`src/rtl/gate_lu_pkg.sv`:
```
// Shared opcode and output-register state definitions for the gate logic unit and its arbiter.
package gate_lu_pkg;

    localparam int OPW = 3;

    typedef enum logic [OPW-1:0] {
        OP_BUF  = 3'd0,
        OP_NOT  = 3'd1,
        OP_AND  = 3'd2,
        OP_OR   = 3'd3,
        OP_XOR  = 3'd4,
        OP_XNOR = 3'd5,
        OP_NAND = 3'd6,
        OP_NOR  = 3'd7
    } opcode_e;

    typedef enum logic {
        ST_EMPTY = 1'b0,
        ST_FULL  = 1'b1
    } out_state_e;

endpackage

```
`src/rtl/gate_cells.sv`:
```
// Single-bit gate primitives used to build the shared logic unit.
module gate_buf (
    input  logic a,
    output logic y
);
    assign y = a;
endmodule

module gate_not (
    input  logic a,
    output logic y
);
    assign y = ~a;
endmodule

module gate_and (
    input  logic a,
    input  logic b,
    output logic y
);
    assign y = a & b;
endmodule

module gate_or (
    input  logic a,
    input  logic b,
    output logic y
);
    assign y = a | b;
endmodule

module gate_xor (
    input  logic a,
    input  logic b,
    output logic y
);
    assign y = a ^ b;
endmodule

module gate_xnor (
    input  logic a,
    input  logic b,
    output logic y
);
    assign y = ~(a ^ b);
endmodule

module gate_nand (
    input  logic a,
    input  logic b,
    output logic y
);
    assign y = ~(a & b);
endmodule

module gate_nor (
    input  logic a,
    input  logic b,
    output logic y
);
    assign y = ~(a | b);
endmodule

```
`src/rtl/gate_lu.sv`:
```
// Combinational W-bit logic unit: every gate type is evaluated per bit and the opcode picks one.
module gate_lu
    import gate_lu_pkg::*;
#(
    parameter int W = 8
) (
    input  opcode_e        i_op,
    input  logic [W-1:0]   i_e1,
    input  logic [W-1:0]   i_e2,
    output logic [W-1:0]   o_s
);

    logic [W-1:0] w_buf;
    logic [W-1:0] w_not;
    logic [W-1:0] w_and;
    logic [W-1:0] w_or;
    logic [W-1:0] w_xor;
    logic [W-1:0] w_xnor;
    logic [W-1:0] w_nand;
    logic [W-1:0] w_nor;

    genvar gi;
    generate
        for (gi = 0; gi < W; gi++) begin : g_bit
            gate_buf  u_buf  (.a(i_e1[gi]),                  .y(w_buf[gi]));
            gate_not  u_not  (.a(i_e1[gi]),                  .y(w_not[gi]));
            gate_and  u_and  (.a(i_e1[gi]), .b(i_e2[gi]),    .y(w_and[gi]));
            gate_or   u_or   (.a(i_e1[gi]), .b(i_e2[gi]),    .y(w_or[gi]));
            gate_xor  u_xor  (.a(i_e1[gi]), .b(i_e2[gi]),    .y(w_xor[gi]));
            gate_xnor u_xnor (.a(i_e1[gi]), .b(i_e2[gi]),    .y(w_xnor[gi]));
            gate_nand u_nand (.a(i_e1[gi]), .b(i_e2[gi]),    .y(w_nand[gi]));
            gate_nor  u_nor  (.a(i_e1[gi]), .b(i_e2[gi]),    .y(w_nor[gi]));
        end
    endgenerate

    always_comb begin
        o_s = w_buf;
        case (i_op)
            OP_BUF:  o_s = w_buf;
            OP_NOT:  o_s = w_not;
            OP_AND:  o_s = w_and;
            OP_OR:   o_s = w_or;
            OP_XOR:  o_s = w_xor;
            OP_XNOR: o_s = w_xnor;
            OP_NAND: o_s = w_nand;
            OP_NOR:  o_s = w_nor;
            default: o_s = w_buf;
        endcase
    end

endmodule

```
`src/rtl/gate_lu_arbiter.sv`:
```
// Round-robin arbiter sharing one gate_lu among N requesters, with a one-entry output register.
// Define GATE_LU_ARB_STATS_EN to add per-requester saturating grant counters on grant_cnt.
module gate_lu_arbiter
    import gate_lu_pkg::*;
#(
    parameter int N   = 4,
    parameter int W   = 8,
    parameter int IDW = 2
) (
    input  logic                 clk,
    input  logic                 rst,
    input  logic [N-1:0]         req_valid,
    output logic [N-1:0]         req_ready,
    input  logic [N*OPW-1:0]     req_op,
    input  logic [N*W-1:0]       req_e1,
    input  logic [N*W-1:0]       req_e2,
    output logic                 resp_valid,
    input  logic                 resp_ready,
    output logic [W-1:0]         resp_s,
    output logic [IDW-1:0]       resp_id
`ifdef GATE_LU_ARB_STATS_EN
    ,
    output logic [N*16-1:0]      grant_cnt
`endif
);

    out_state_e       r_state;
    logic [IDW-1:0]   r_ptr;
    logic [W-1:0]     r_s;
    logic [IDW-1:0]   r_id;

    logic             w_any;
    logic [IDW-1:0]   w_win;
    logic             w_can_accept;
    logic             w_accept;
    logic [OPW-1:0]   w_op;
    logic [W-1:0]     w_e1;
    logic [W-1:0]     w_e2;
    logic [W-1:0]     w_s;
    logic [IDW-1:0]   w_ptr_next;

    // Scan N slots starting at the pointer; the nested compare keeps every index constant.
    always_comb begin
        w_any = 1'b0;
        w_win = '0;
        for (int k = 0; k < N; k++) begin
            for (int i = 0; i < N; i++) begin
                if (!w_any && req_valid[i] && (((int'(r_ptr) + k) % N) == i)) begin
                    w_any = 1'b1;
                    w_win = i[IDW-1:0];
                end
            end
        end
    end

    assign w_can_accept = (r_state == ST_EMPTY) || resp_ready;
    assign w_accept     = w_any && w_can_accept && !rst;
    assign w_ptr_next   = (int'(w_win) == N - 1) ? '0 : w_win + 1'b1;

    always_comb begin
        req_ready = '0;
        w_op      = '0;
        w_e1      = '0;
        w_e2      = '0;
        for (int i = 0; i < N; i++) begin
            if (w_win == i[IDW-1:0]) begin
                req_ready[i] = w_accept;
                w_op         = req_op[i*OPW +: OPW];
                w_e1         = req_e1[i*W +: W];
                w_e2         = req_e2[i*W +: W];
            end
        end
    end

    gate_lu #(
        .W (W)
    ) u_lu (
        .i_op (opcode_e'(w_op)),
        .i_e1 (w_e1),
        .i_e2 (w_e2),
        .o_s  (w_s)
    );

    always_ff @(posedge clk) begin
        if (rst) begin
            r_state <= ST_EMPTY;
            r_ptr   <= '0;
            r_s     <= '0;
            r_id    <= '0;
        end else if (w_accept) begin
            r_state <= ST_FULL;
            r_ptr   <= w_ptr_next;
            r_s     <= w_s;
            r_id    <= w_win;
        end else if ((r_state == ST_FULL) && resp_ready) begin
            r_state <= ST_EMPTY;
        end
    end

    assign resp_valid = (r_state == ST_FULL);
    assign resp_s     = r_s;
    assign resp_id    = r_id;

`ifdef GATE_LU_ARB_STATS_EN
    genvar gi;
    generate
        for (gi = 0; gi < N; gi++) begin : g_cnt
            logic [15:0] r_cnt;
            always_ff @(posedge clk) begin
                if (rst) begin
                    r_cnt <= '0;
                end else if (req_ready[gi] && (r_cnt != 16'hFFFF)) begin
                    r_cnt <= r_cnt + 16'd1;
                end
            end
            assign grant_cnt[gi*16 +: 16] = r_cnt;
        end
    endgenerate
`endif

endmodule

```
`config.mk`:
```
export PLATFORM = sky130hd
export DESIGN_NAME = gate_lu_arbiter
export DESIGN_NICKNAME = d
export VERILOG_FILES = /design/src/rtl/gate_lu_pkg.sv /design/src/rtl/gate_cells.sv /design/src/rtl/gate_lu.sv /design/src/rtl/gate_lu_arbiter.sv
export SDC_FILE = /design/constraint.sdc
export NUM_CORES = 1
export LEC_CHECK = 0
export CAP_MARGIN = 10
export CORE_ASPECT_RATIO = 1.2
export CORE_MARGIN = 2
export CORE_UTILIZATION = 29
export DETAILED_ROUTE_END_ITERATION = 8
export PLACE_DENSITY_LB_ADDON = 0.25
export SLEW_MARGIN = 5
export SYNTH_ARGS = -nofsm -noshare
export SYNTH_HDL_FRONTEND = slang
export SYNTH_SLANG_ARGS = --single-unit
export TNS_END_PERCENT = 100
```
`constraint.sdc`:
```
create_clock -name clk -period 4 [get_ports clk]
set_input_delay 0.8 -clock clk [delete_from_list [all_inputs] [get_ports clk]]
set_output_delay 0.8 -clock clk [all_outputs]
set_load 0.01 [all_outputs]
```
Yosys cells after proc, flatten, opt, wreduce, memory -nomap -nowiden
Index checks and enable logic that the tools add are counted.
{"block": "op_classes", "addsub": 4, "n_reduce_logical": 61, "n_eq_ne": 23, "muxes": 51, "bitwise_logic": 60}
{"op": "zero test 32 bit", "n": 4}
{"op": "2-to-1 mux 8 bit", "n": 8}
{"op": "case mux 8 bit (8 select lines)", "n": 1}
{"op": "logical AND 1 bit", "n": 34}
{"op": "inverter 1 bit", "n": 33}
{"op": "== test 3 bit, second input constant", "n": 10}
{"op": "2-to-1 mux 2 bit", "n": 15}
{"op": "2-to-1 mux 1 bit", "n": 23}
{"op": "zero test 1 bit", "n": 16}
{"op": "== test 3 x 2 -> 1 bit, second input constant", "n": 5}
{"op": "2-to-1 mux 3 bit", "n": 4}
{"op": "AND 1 bit", "n": 8}
{"op": "== test 2 bit, second input constant", "n": 4}
{"op": "OR 1 bit", "n": 8}
{"op": "bitwise XOR 1 bit", "n": 8}
{"op": "== test 2 x 1 -> 1 bit, second input constant", "n": 3}
{"op": "OR reduction 2 bit", "n": 3}
{"op": "adder 2 x 1 -> 2 bit, second input constant", "n": 2}
{"op": "adder 2 bit, second input constant", "n": 2}
{"op": "AND 1 bit, first input constant", "n": 3}
{"op": "== test 3 x 1 -> 1 bit, second input constant", "n": 1}
{"op": "zero test 3 bit", "n": 1}
{"op": "zero test 2 bit", "n": 1}
{"op": "nonzero test 2 bit", "n": 1}
{"op": "logical OR 1 bit", "n": 1}
{"block": "totals", "regBits": 13, "input_bits": 83, "wordCells": 203, "out_inout_bits": 15}

Logic depth before layout (Yosys ltp)
{"block": "logic_depth", "word_depth": 71, "ltp_mapped": 21, "depth_no_buf": 19}

Modules after synthesis
From an unflattened synthesis, not the netlist that was laid out.
{"block": "hier_totals", "cells_unflattened": 269, "area_unflattened_um2": 2213.4}
{"mod": "gate_lu_arbiter", "seq_area_each_um2": 260.2, "n_inst": 1, "cells_each": 166, "area_each_um2": 1255.0}
{"mod": "gate_lu", "seq_area_each_um2": 0.0, "n_inst": 1, "cells_each": 39, "area_each_um2": 568.0}
{"mod": "gate_xnor", "seq_area_each_um2": 0.0, "n_inst": 8, "cells_each": 1, "area_each_um2": 8.8}
{"mod": "gate_xor", "seq_area_each_um2": 0.0, "n_inst": 8, "cells_each": 1, "area_each_um2": 8.8}
{"mod": "gate_buf", "seq_area_each_um2": 0.0, "n_inst": 8, "cells_each": 1, "area_each_um2": 7.5}
{"mod": "gate_and", "seq_area_each_um2": 0.0, "n_inst": 8, "cells_each": 1, "area_each_um2": 6.3}
{"mod": "gate_or", "seq_area_each_um2": 0.0, "n_inst": 8, "cells_each": 1, "area_each_um2": 6.3}
{"mod": "gate_nand", "seq_area_each_um2": 0.0, "n_inst": 8, "cells_each": 1, "area_each_um2": 3.8}
{"mod": "gate_nor", "seq_area_each_um2": 0.0, "n_inst": 8, "cells_each": 1, "area_each_um2": 3.8}
{"mod": "gate_not", "seq_area_each_um2": 0.0, "n_inst": 8, "cells_each": 1, "area_each_um2": 3.8}

Worst setup path before layout
No wires, ideal clock.
{"block": "synth_path", "kind": "in2reg", "start": "in req_valid[0]", "end": "reg r_s[2] (netlist: resp_s[2])", "path_buffers": 3, "cell_stages": 18, "setup_time_ns": 0.117, "required_time_ns": 3.883, "slack_ns": 0.293, "t_arrival_ns": 3.590, "path_cell_list": "nor2b_1 -> a21oi_1 -> o22ai_1 -> a21oi_1 -> ha_1 -> buf_4 -> buf_2 -> buf_2 -> a21oi_1 -> nor2_1 -> a21oi_1 -> nor2_1 -> a21oi_1 -> ha_1 -> or3_1 -> a21oi_1 -> o22ai_1 -> a22o_1"}
{"block": "synth_between", "elab_chain_cells": 70, "word_cells_on_any_way": 111, "classes_between": "eq/ne: 10; mux: 44; bitwise: 7; reduce/logical: 50"}
{"item": "start: declaration", "line": "gate_lu_arbiter.sv:12", "source": "input logic [N-1:0] req_valid,"}
{"item": "logical AND 1 bit", "line": "gate_lu_arbiter.sv:48", "source": "if (!w_any && req_valid[i] && (((int'(r_ptr) + k) % N) == i)) begin"}
{"item": "2-to-1 mux 1 bit", "line": "gate_lu_arbiter.sv:48"}
{"item": "zero test 1 bit", "line": "gate_lu_arbiter.sv:48"}
{"item": "logical AND 1 bit (2 in series)", "line": "gate_lu_arbiter.sv:48"}
{"item": "2-to-1 mux 1 bit", "line": "gate_lu_arbiter.sv:48"}
{"item": "zero test 1 bit", "line": "gate_lu_arbiter.sv:48"}
{"item": "logical AND 1 bit (2 in series)", "line": "gate_lu_arbiter.sv:48"}
{"item": "2-to-1 mux 1 bit", "line": "gate_lu_arbiter.sv:48"}
{"item": "(+49 left out)"}
{"item": "logical AND 1 bit (2 in series)", "line": "gate_lu_arbiter.sv:48"}
{"item": "2-to-1 mux 2 bit (*)", "line": "gate_lu_arbiter.sv:48"}
{"item": "named net w_win[0]", "line": "gate_lu_arbiter.sv:33", "source": "logic [IDW-1:0] w_win;"}
{"item": "zero test 2 bit", "line": "gate_lu_arbiter.sv:66", "source": "if (w_win == i[IDW-1:0]) begin"}
{"item": "2-to-1 mux 8 bit (4 in series)", "line": "gate_lu_arbiter.sv:66"}
{"item": "OR 1 bit (tied with other cells)", "line": "gate_cells.sv:29, gate_cells.sv:61"}
{"item": "inverter 1 bit (on tied branches)", "line": "gate_cells.sv:61, gate_cells.sv:45, gate_cells.sv:53"}
{"item": "case mux 8 bit (8 select lines) (*)", "line": "gate_lu.sv:38", "source": "case (i_op)"}
{"item": "end signal: assignment", "line": "gate_lu_arbiter.sv:93", "source": "r_s <= w_s;"}
{"item": "end: declaration", "line": "gate_lu_arbiter.sv:29", "source": "logic [W-1:0] r_s;"}
The timed path passes the listed nets; every way through them passes the cells marked *.
A chain may end at the register's enable or synchronous reset.

Worst setup path after layout
{"block": "layout_path", "start": "in req_valid[1]", "end": "out req_ready[1]"}
{"block": "layout_between", "word_cells_on_any_way": 78, "classes_between": "eq/ne: 1; mux: 31; reduce/logical: 46"}
{"item": "logical AND 1 bit (2 in series)", "line": "gate_lu_arbiter.sv:48"}
{"item": "2-to-1 mux 1 bit", "line": "gate_lu_arbiter.sv:48"}
{"item": "zero test 1 bit", "line": "gate_lu_arbiter.sv:48"}
{"item": "logical AND 1 bit (2 in series)", "line": "gate_lu_arbiter.sv:48"}
{"item": "2-to-1 mux 1 bit", "line": "gate_lu_arbiter.sv:48"}
{"item": "zero test 1 bit", "line": "gate_lu_arbiter.sv:48"}
{"item": "logical AND 1 bit (2 in series)", "line": "gate_lu_arbiter.sv:48"}
{"item": "2-to-1 mux 1 bit", "line": "gate_lu_arbiter.sv:48"}
{"item": "(+41 left out)"}
{"item": "logical AND 1 bit (2 in series)", "line": "gate_lu_arbiter.sv:48"}
{"item": "2-to-1 mux 1 bit", "line": "gate_lu_arbiter.sv:48"}
{"item": "zero test 1 bit", "line": "gate_lu_arbiter.sv:48"}
{"item": "logical AND 1 bit (2 in series)", "line": "gate_lu_arbiter.sv:48"}
{"item": "2-to-1 mux 2 bit (*)", "line": "gate_lu_arbiter.sv:48"}
{"item": "named net w_win[0]", "line": "gate_lu_arbiter.sv:33"}
{"item": "== test 2 x 1 -> 1 bit (*)", "line": "gate_lu_arbiter.sv:66"}
{"item": "2-to-1 mux 1 bit (*)", "line": "gate_lu_arbiter.sv:66"}
{"item": "end: declaration", "line": "gate_lu_arbiter.sv:13", "source": "output logic [N-1:0] req_ready,"}
Marks and branches as above.

==> impl_results.md <==
* Die footprint at 0.008170 mm^2
* Lkg Pwr at 1.502 nW
* Ant. Diodes at 0
* Peak Freq at 264.6 MHz
* Top Ports at 98
* Area Overhead vs Synth at 60.27%
* Final wirelength at 7.011 mm
* Vias in the first global route at 2615
* Routability congestion estimate at 0.8279
* Post-synth cell types at 50
* Row cnt at 34
* GRT met3 Usage at 0.02513
* Net Count, Synth at 413
* Synth Register Bits at 13
* CTS buffer count at 3
* Critical Path Sink: req_ready[1]
* Core Footprint at 0.007232 mm^2
* Pre-CTS WS at -0.1155 ns
* Post-synth EDFFs at 0
* Yosys warns at 0
* Setup TNS at 0 ns
* Fin crit share at 0.9447
* Reg clk slew, reported paths at 0.05 ns
* Pins Over Slew Limit at 0
* Detailed-route via count at 2614
* Hold buffers post-CTS at 0
* Met2 GRT Util at 0.3406
* Hold WC Path Type: flip-flop to flip-flop
* Wirelength per Cell at 13.67 um
* Slew HR at 0.5488
* CTS sink count at 13
* Worst setup SP type: input port
* DRC Markers at 0
* Initial core utilization at 0.2991
* Setup slack, reg-to-reg at 0.95 ns
* Kind of critical path: input port to output port
* CTS root buf: clkbuf_8
* Top_reg_cell synth: dfxtp_1
* Crit path max fanout at 18
* Reg2reg path depth at 13
* Tightest Pin Transition at 0.6748 ns
* First drt pass iteration count at 5
* Worst R2R End: resp_s[2]
* Seq/Total Area, Yosys at 0.1203
* Nets at 527
* Pin count of the biggest net entering global routing at 25
* First-pass GRT wire length at 11.52 mm
* CP arrival at 2.98 ns
* Status: finished clean
* CTS tree: done
* Die W at 82.85 um
* Fillers at 773
* Initial antenna violation count at 0
* CTS max path bufs at 2
* Post-DP HPWL at 5.994 mm
* Post-DRT Antenna Nets at 0
* Hold Vio Cnt, Final at 0
* Die H at 98.62 um
* Clock latency on the worst-skew pair at 0.24 ns
* Most common cell after layout, fill and taps aside: clkdlybuf4s50_1
* GRT Residual Overflow at 0
* Iter 0 DRT Violations at 124
* Max VDD drop at 0.0002042 V
* Synth async-reset ratio at 0
* Final Util at 0.4794
* PortBufs at 97
* Avg Inst Size Synth at 6.978 um^2
* Global Route Usage Sum at 0.1686
* Critical Path Sink Type: output port
* Share of post-route cells with drive strength above 1 at 0.1371
* Met1 Usage GRT at 0.1840
* Clk_skew at 0.0007657 ns
* Max-cap violations at 0
* RR Startpoint: r_ptr[0]
* Layer with the highest usage: met2
* Most frequent cells in the layout: 96 x clkdlybuf4s50_1, 43 x nor2_1, 41 x a21oi_1, 35 x nand2_1, 31 x buf_4
* Setup-failing EPs final at 0
* Post-Syn Area at 0.002163 mm^2
* Post-route minimum period at 3.779 ns
* Unrepaired setup endpoints after global routing: no
* Post-route worst setup slack at 0.2214 ns
* CP startpoint: req_valid[1]
* Pwr Density at 488.1 mW/mm^2
* Via/cell ratio at 5.096
* Synth Instances at 310
* H-Tree Depth at 1
* WP data required at 3.20 ns
[report_power, final]
group,switching [W],internal (W)
registers,0.0000279,0.000175
clock network,0.0000454,0.0000703
logic,0.000680,0.000694
total,0.000753,0.000939
[metrics by stage]
stage | area, um^2 | hold WS (ns) | cells | power, W
after floorplan | 2163 | 0.5073 | 310 | 0.001099
after global placement | 3393 | 0.4563 | 508 | 0.001550
after detailed placement | 3393 | 0.4620 | 508 | 0.001575
after CTS | 3438 | 0.4787 | 512 | 0.001697
after global routing | 3467 | 0.4889 | 513 | 0.001875
final | 3467 | 0.4752 | 513 | 0.001692
[critical path: stages]
cell	delay (ns)
clkdlybuf4s50_1	0.47
inv_1	0.05
a21oi_1	0.13
o22ai_1	0.10
a21oi_2	0.16
buf_4	0.14
ha_2	0.19
buf_12	0.14
buf_12	0.14
and2_1	0.12
clkdlybuf4s50_1	0.53
[final cells by class]
cell class | count | area (um^2) | area share
clock buffers | 4 | 45.04 | 0.01299
inverters | 19 | 71.32 | 0.02057
multi-input cells | 256 | 1712 | 0.4937
flip-flops and latches | 13 | 260.3 | 0.07506
well taps | 90 | 112.6 | 0.03248
repair buffers | 131 | 1266 | 0.3652
[flip-flops by register name (all words and copies together), names as in the netlist]
| register | count |
|---|---|
| r_ptr | 2 |
| resp_s | 8 |
| resp_id | 2 |
| resp_valid | 1 |
[kinds of logic after synthesis]
family / synth area share
buffers and inverters: 0.09717
adders and majority gates: 0.1157
muxes: 0.02776
xor gates and xnor gates: 0.03644
AOI/OAI and AO/OA: 0.3707
and+or+nand+nor: 0.2319
DFF: 0.1203
[cell usage after synthesis, types with 5 or more instances]
| master | count | area, um^2 |
|---|---|---|
| a21oi_1 | 43 | 215.2 |
| nor2_1 | 43 | 161.4 |
| nand2_1 | 35 | 131.4 |
| ha_1 | 20 | 250.2 |
| inv_1 | 19 | 71.32 |
| dfxtp_1 | 13 | 260.3 |
| o21ai_0 | 12 | 60.06 |
| xnor2_1 | 9 | 78.83 |
| a21o_1 | 8 | 60.06 |
| nand2b_1 | 8 | 50.05 |
| o22ai_1 | 7 | 43.79 |
| buf_2 | 6 | 30.03 |
| mux2i_1 | 6 | 60.06 |
| o211ai_1 | 6 | 45.04 |
| a31oi_1 | 5 | 31.28 |
| buf_4 | 5 | 37.54 |
[metal layers]
metal	part of all wire	routed length [um]
met1	0.39	2752
met4	0.016	115
met5	0	0
met2	0.56	3918
met3	0.032	224
[worst min-delay path by stage]
stage                     startpoint         to  cells after the start
after detailed placement   resp_s[6]  resp_s[6]                      1
after global routing       resp_s[0]  resp_s[0]                      1
final                      resp_s[6]  resp_s[6]                      1
after global placement     resp_s[0]  resp_s[0]                      1
after CTS                  resp_s[0]  resp_s[0]                      1
after floorplan            resp_s[7]  resp_s[7]                      2
[timing repair]
action                     in CTS  in global routing
setup endpoints to repair       0                  9
setup buffers                   0                  1
gates resized for setup         0                  8
Note: power is estimated with default switching activity, not from simulation.
==> edit 1 (same settings) <==
Add a define of `GATE_LU_ARB_STATS_EN`.
--- a/src/rtl/gate_lu_arbiter.sv
+++ b/src/rtl/gate_lu_arbiter.sv
@@ -1,5 +1,7 @@
 // Round-robin arbiter sharing one gate_lu among N requesters, with a one-entry output register.
 // Define GATE_LU_ARB_STATS_EN to add per-requester saturating grant counters on grant_cnt.
+`define GATE_LU_ARB_STATS_EN
+
 module gate_lu_arbiter
     import gate_lu_pkg::*;
 #(
Function (old outputs only; new: grant_cnt): kept (equiv_simple and equiv_induct, registers matched by name and starting in step).
==> edit 1 against the unedited design <==
  * Final area is 110% higher
  * Sequential cell count rose by 64
  * Wire length is 110% higher
  * Clock skew up 7.6 ps
  * Area after synthesis is 130% higher
  * Total power rose by 76%
  * Setup slack got worse by 86 ps
  * Highest routed layer unchanged
==> edit 1: results (changes against the unedited design) <==
| Metric | Value |
|---|---|
| YS warnings | 0 (unchanged) |
| Peak supply drop | 0.203 mV (-0.82%) |
| Largest net degree at the start of global routing | 78 (+210%) |
| TritonRoute pass-1 iters | 4 (-1) |
| Clock Skews | 8.41 ps (+7.65 ps) |
| Root buf cell | clkbuf_16 |
| Maximum clock path buffer count | 2 (unchanged) |
| Number of CTS-inserted buffers | 9 (+6) |
| Top post-synthesis cells by area | dfxtp_1 31%, nor2_1 7.5%, xor2_1 6.2% |
| Max reg flops | 64 (+56) |
| Syn_area_per_cell | 7.90 um2 (+13%) |
| WHS | 452 ps (-23.0 ps) |
| NumNets Final | 908 (+72%) |
| Worst hold start | resp_id[1]$_SDFFE_PP0P_ |
| Worst Tran Pin Value | 828 ps (+153 ps) |
| Port Buffers | 161 (+66%) |
| Status | completed |
| Commonest cells in the synthesized netlist | 98 x nor2_1, 77 x dfxtp_1, 56 x nand2_1, 49 x a21oi_1, 35 x xor2_1 |
| Layout cell share with drive strength beyond 1 | 9.93% (-3.8 points) |
| Post-synth cell types | 61 (+22%) |
| # fillers | 1,741 (+130%) |
| Switching Share | 34.7% (-9.8 points) |
| Reg clk slew, reported paths | about 60 ps |
| Global-route wire length before repair | 23.9 mm (+110%) |
| Iteration-0 DRC Markers | 184 (+48%) |
| Final period utilization | 96.6% (+2.2 points) |
| Wire per inst | 14.6 um (+6.6%) |
| H-tree Lvls | 3 (+2) |
| Skew-Pair Late Insertion Delay | 330 ps (+90 ps) |
| Vias | 4,940 (+89%) |
| HPWL after DPL | 11.6 mm (+93%) |
| Antenna violations before repair | 1 (+1) |
| Leak pwr | 2.79 nW (+86%) |
| Syn nets | 731 (+77%) |
| Post-Route WL | 14.9 mm (+110%) |
| Register area share after synthesis | 31.3% (+19 points) |
| Reg-to-reg slack, setup | 770 ps (-180 ps) |
| Crit path from | req_valid[2] |
| Placed insts | 1,006 (+98%) |
| Placer Congestion | 0.823 (-0.56%) |
| Arr. time, crit path | 3060 ps (+80 ps) |
| Worst r2r src | r_ptr[1]$_SDFFE_PP0P_ |
| Gr usage total | 16.7% (-0.17 points) |
| Asr flop ratio synth | 0% (unchanged) |
| Post-Place Worst Slack | -112 ps (+3.47 ps) |
| Vias in the first global route | 4,698 (+80%) |
| Crit path max fanout | 8 (-10) |
## edit 1: through the flow
stage / power [mW] / area (um2) / util (%) / setup TNS, ps
finish: 2.97 / 7270 / 43.3 / 0
global route: 3.20 / 7270 / 43.3 / -6.44
CTS: 3.02 / 7260 / 43.2 / 0
detailed placement: 2.15 / 6940 / 41.3 / -436
global placement: 2.13 / 6940 / 41.3 / -301
floorplan: 1.67 / 4930 / - / 0
## edit 1: layer usage
| layer | track usage, % | share of wire [%] | vias to the layer above |
|---|---|---|---|
| met5 | 0 | 0 | - |
| met4 | 5.17 | 1.5 | 0 |
| met3 | 3.34 | 5.7 | 14 |
| met2 | 28.6 | 49 | 135 |
| met1 | 20.9 | 43 | 2260 |
| li1 | - | - | 2531 |
## edit 1: final timing paths
| path | end | cells after the start |
|---|---|---|
| worst max register to register | resp_s[7]$_SDFFE_PP0P_ | 18 |
| worst max-delay path | req_ready[1] | 10 |
| worst min-delay path | resp_id[1]$_SDFFE_PP0P_ | 2 |
| worst min register to register | resp_id[1]$_SDFFE_PP0P_ | 2 |
## edit 1: timing repair
action | 4_1_cts | 5_1_grt
pin swaps | 0 | 2
setup endpoints to repair | 2 | 4
gates resized for setup | 2 | 3
## edit 1: area by class of cell
type	instances	area (um2)	area share [%]
flip-flops and latches	77	1540	21.2
inverters	27	101	1.39
clock buffers	11	253	3.48
repair buffers	198	1900	26.1
diodes	1	2.50	0.0344
multi-input cells	488	3140	43.2
well taps	216	270	3.72
clock inverters	5	58.8	0.809
## edit 1: logic make-up (layout without fill, tap and decap cells)
kind of cell | after synthesis | count (layout) | synth area share (%)
fa+ha+maj | 24 | 24 | 6.09
buf+inv | 59 | 241 | 5.30
compound gates | 135 | 135 | 18.1
other cells | 0 | 1 | 0
flops | 77 | 77 | 31.3
mux | 11 | 11 | 2.23
simple gates | 260 | 260 | 26.7
xor+xnor | 58 | 58 | 10.3
## edit 1: power by group through the flow
stage	Clock, mW	Sequential, mW	Combinational, mW
final	0.857	0.847	1.27
after global routing	0.915	0.855	1.43
after CTS	0.880	0.850	1.29
after detailed placement	0	0.866	1.28
after global placement	0	0.866	1.26
after floorplan	0	0.875	0.795
## edit 1: critical path, cell delays in order
cell and delay, ps:
clkdlybuf4s50_1 460, mux2i_1 160, nor2_1 80, a311oi_2 270, buf_4 190, ha_1 190
buf_4 180, nand2_1 70, inv_1 100, clkdlybuf4s50_1 550
==> edit 2 (same settings) <==
Without the edit above. Change the parameter `N` from 4 to 8.
--- a/src/rtl/gate_lu_arbiter.sv
+++ b/src/rtl/gate_lu_arbiter.sv
@@ -3,7 +3,7 @@
 module gate_lu_arbiter
     import gate_lu_pkg::*;
 #(
-    parameter int N   = 4,
+    parameter int N   = 8,
     parameter int W   = 8,
     parameter int IDW = 2
 ) (
Interface: changed (5 resized); port bits go from 98 to 182. No check against the original RTL was run, so the function may have changed too.
==> edit 2 against the unedited design <==
  * The flow now finishes with violations (DRC, setup timing)
  * Setup slack got worse by 270 ps
  * Die area grew 7.3%
  * Critical path depth increased by 9
  * Global-route usage rose by 2.1 points
  * First-iteration DRC count down 26%
  * Count of clock-buffer cells in the layout is the same
  * Wire length grew 21%
  * Final area up 26%
  * Sequential share of layout area decreased by 1.5 points
  * Sequential cell count stayed put
  * Core utilization up 8.3 points
  * Area after synthesis is 7.7% higher
  * Largest cell class unchanged
Power is not compared: it rests on default switching activity, and its combinational part moved more than twofold at a synthesized area within 25%.
==> edit 2: results (changes against the unedited design) <==
| Metric | Value |
|---|---|
| # setup viols final | 3 (+3) |
| Placed insts | 555 (+9.3%) |
| DRC Markers | 3 (+3) |
| Setup TNS | -100 ps (-100 ps) |
| Antenna cell count | 0 (unchanged) |
| Register area share after synthesis | 11.2% (-0.86 points) |
| WHS Path Cells | 2 (+1) |
| Post-synth cell types | 67 (+34%) |
| Post-Route WL | 8.45 mm (+21%) |
| Commonest cells in the synthesized netlist | 39 x nor2_1, 27 x a21oi_1, 20 x ha_1 |
| Iteration-0 DRC Markers | 92 (-26%) |
| Syn nets | 497 (+20%) |
| Largest net degree at the start of global routing | 19 (-24%) |
| Status | complete, but fails checks |
| Placement Cell Area | 3980 um2 (+17%) |
| Vias in the first global route | 3,102 (+19%) |
| Arr. time, crit path | 4170 ps (+1190 ps) |
| HPWL after DPL | 6.79 mm (+13%) |
| Gr usage total | 19.0% (+2.1 points) |
| Global-route wire length before repair | 13.6 mm (+18%) |
| Vias | 2,964 (+13%) |
| Port Buffers | 105 (+8.2%) |
| Antenna violations before repair | 0 (unchanged) |
| Layout cell share with drive strength beyond 1 | 33.2% (+19 points) |
| Synthesized instance count | 314 (+1.3%) |
| Failing checks | DRC, setup timing |
| R2R depth | 19 (+6) |
| Worst Tran Pin Value | 530 ps (-145 ps) |
| NumNets Final | 660 (+25%) |
| Crit path max fanout | 7 (-11) |
| Setup WS post-layout | -51.8 ps (-273 ps) |
| # fillers | 715 (-7.5%) |
| TritonRoute pass-1 iters | 6 (+1) |
| Top post-synthesis cells by area | dfxtp_1 11%, ha_1 11%, nor2_1 6.3% |
| Worst r2r src | r_ptr[1]$_SDFFE_PP0P_ |
| Clock Skews | 1.62 ps (+0.856 ps) |
| Placer Congestion | 0.837 (+1.1%) |
| Crit path from | req_valid[5] |
edit 2: stage by stage:
step	hold WS (ps)	worst slack [ps]	utilization, %
floorplan	479	-141	-
global placement	456	-737	51.3
CTS	469	-89.0	54.8
finish	466	-51.8	56.3
global route	505	-254	56.3
detailed placement	457	-784	51.3
edit 2: path summary, 6_finish.rpt:
check                           endpoint  slack, ps
setup reg to reg  resp_s[6]$_SDFFE_PP0P_        210
hold reg to reg   resp_s[0]$_SDFFE_PP0P_        470
setup / recovery  resp_s[6]$_SDFFE_PP0P_        -50
hold / removal    resp_s[0]$_SDFFE_PP0P_        470
edit 2: routing by layer:
metal	routed length (um)	global-route usage, %	up-vias
li1	-	-	1488
met1	3600	21.2	1372
met2	4320	37.4	98
met3	453	2.42	6
met4	80	4.88	0
met5	0	0	-
edit 2: area by class of cell:
type                            count  area share [%]
Multi-Input combinational cell    263            51.3
Timing Repair Buffer              182            37.8
Sequential cell                    13            5.97
Tap cell                           92            2.64
Inverter                           14            1.26
Clock buffer                        4            1.03
edit 2: cell families after synthesis:
kind of cell | count (synthesis) | share of synthesized area (%)
and+or+nand+nor | 99 | 22.4
adders and majority gates | 20 | 10.7
DFF | 13 | 11.2
xor gates and xnor gates | 13 | 4.89
muxes | 14 | 6.55
buffers and inverters | 38 | 7.30
AOI/OAI and AO/OA | 117 | 36.9
edit 2: timing repair:
action	CTS	global route
endpoints found under the setup margin	16	14
buffers inserted	7	3
resized for setup	77	28
pin swaps	49	24
edit 2: critical path: stages:
cell	delay [ps]
buf_2	140
or4b_4	560
o41ai_4	80
buf_4	170
o21ba_4	120
a21bo_1	190
and4_4	170
ha_4	190
nor2b_4	230
buf_12	160
a22oi_2	50
nor2_1	100
a21oi_1	50
nor2_1	160
a21oi_1	70
ha_1	330
mux2i_1	80
o2bb2ai_1	140
a221oi_2	300
o2bb2ai_1	80
edit 2: power groups by stage:
stage	Sequential [mW]	Combinational, mW	Clock (mW)
floorplan	0.220	1.79	0
global placement	0.211	2.80	0
detailed placement	0.210	2.85	0
CTS	0.208	3.09	0.119
global route	0.215	3.55	0.125
finish	0.208	3.25	0.115
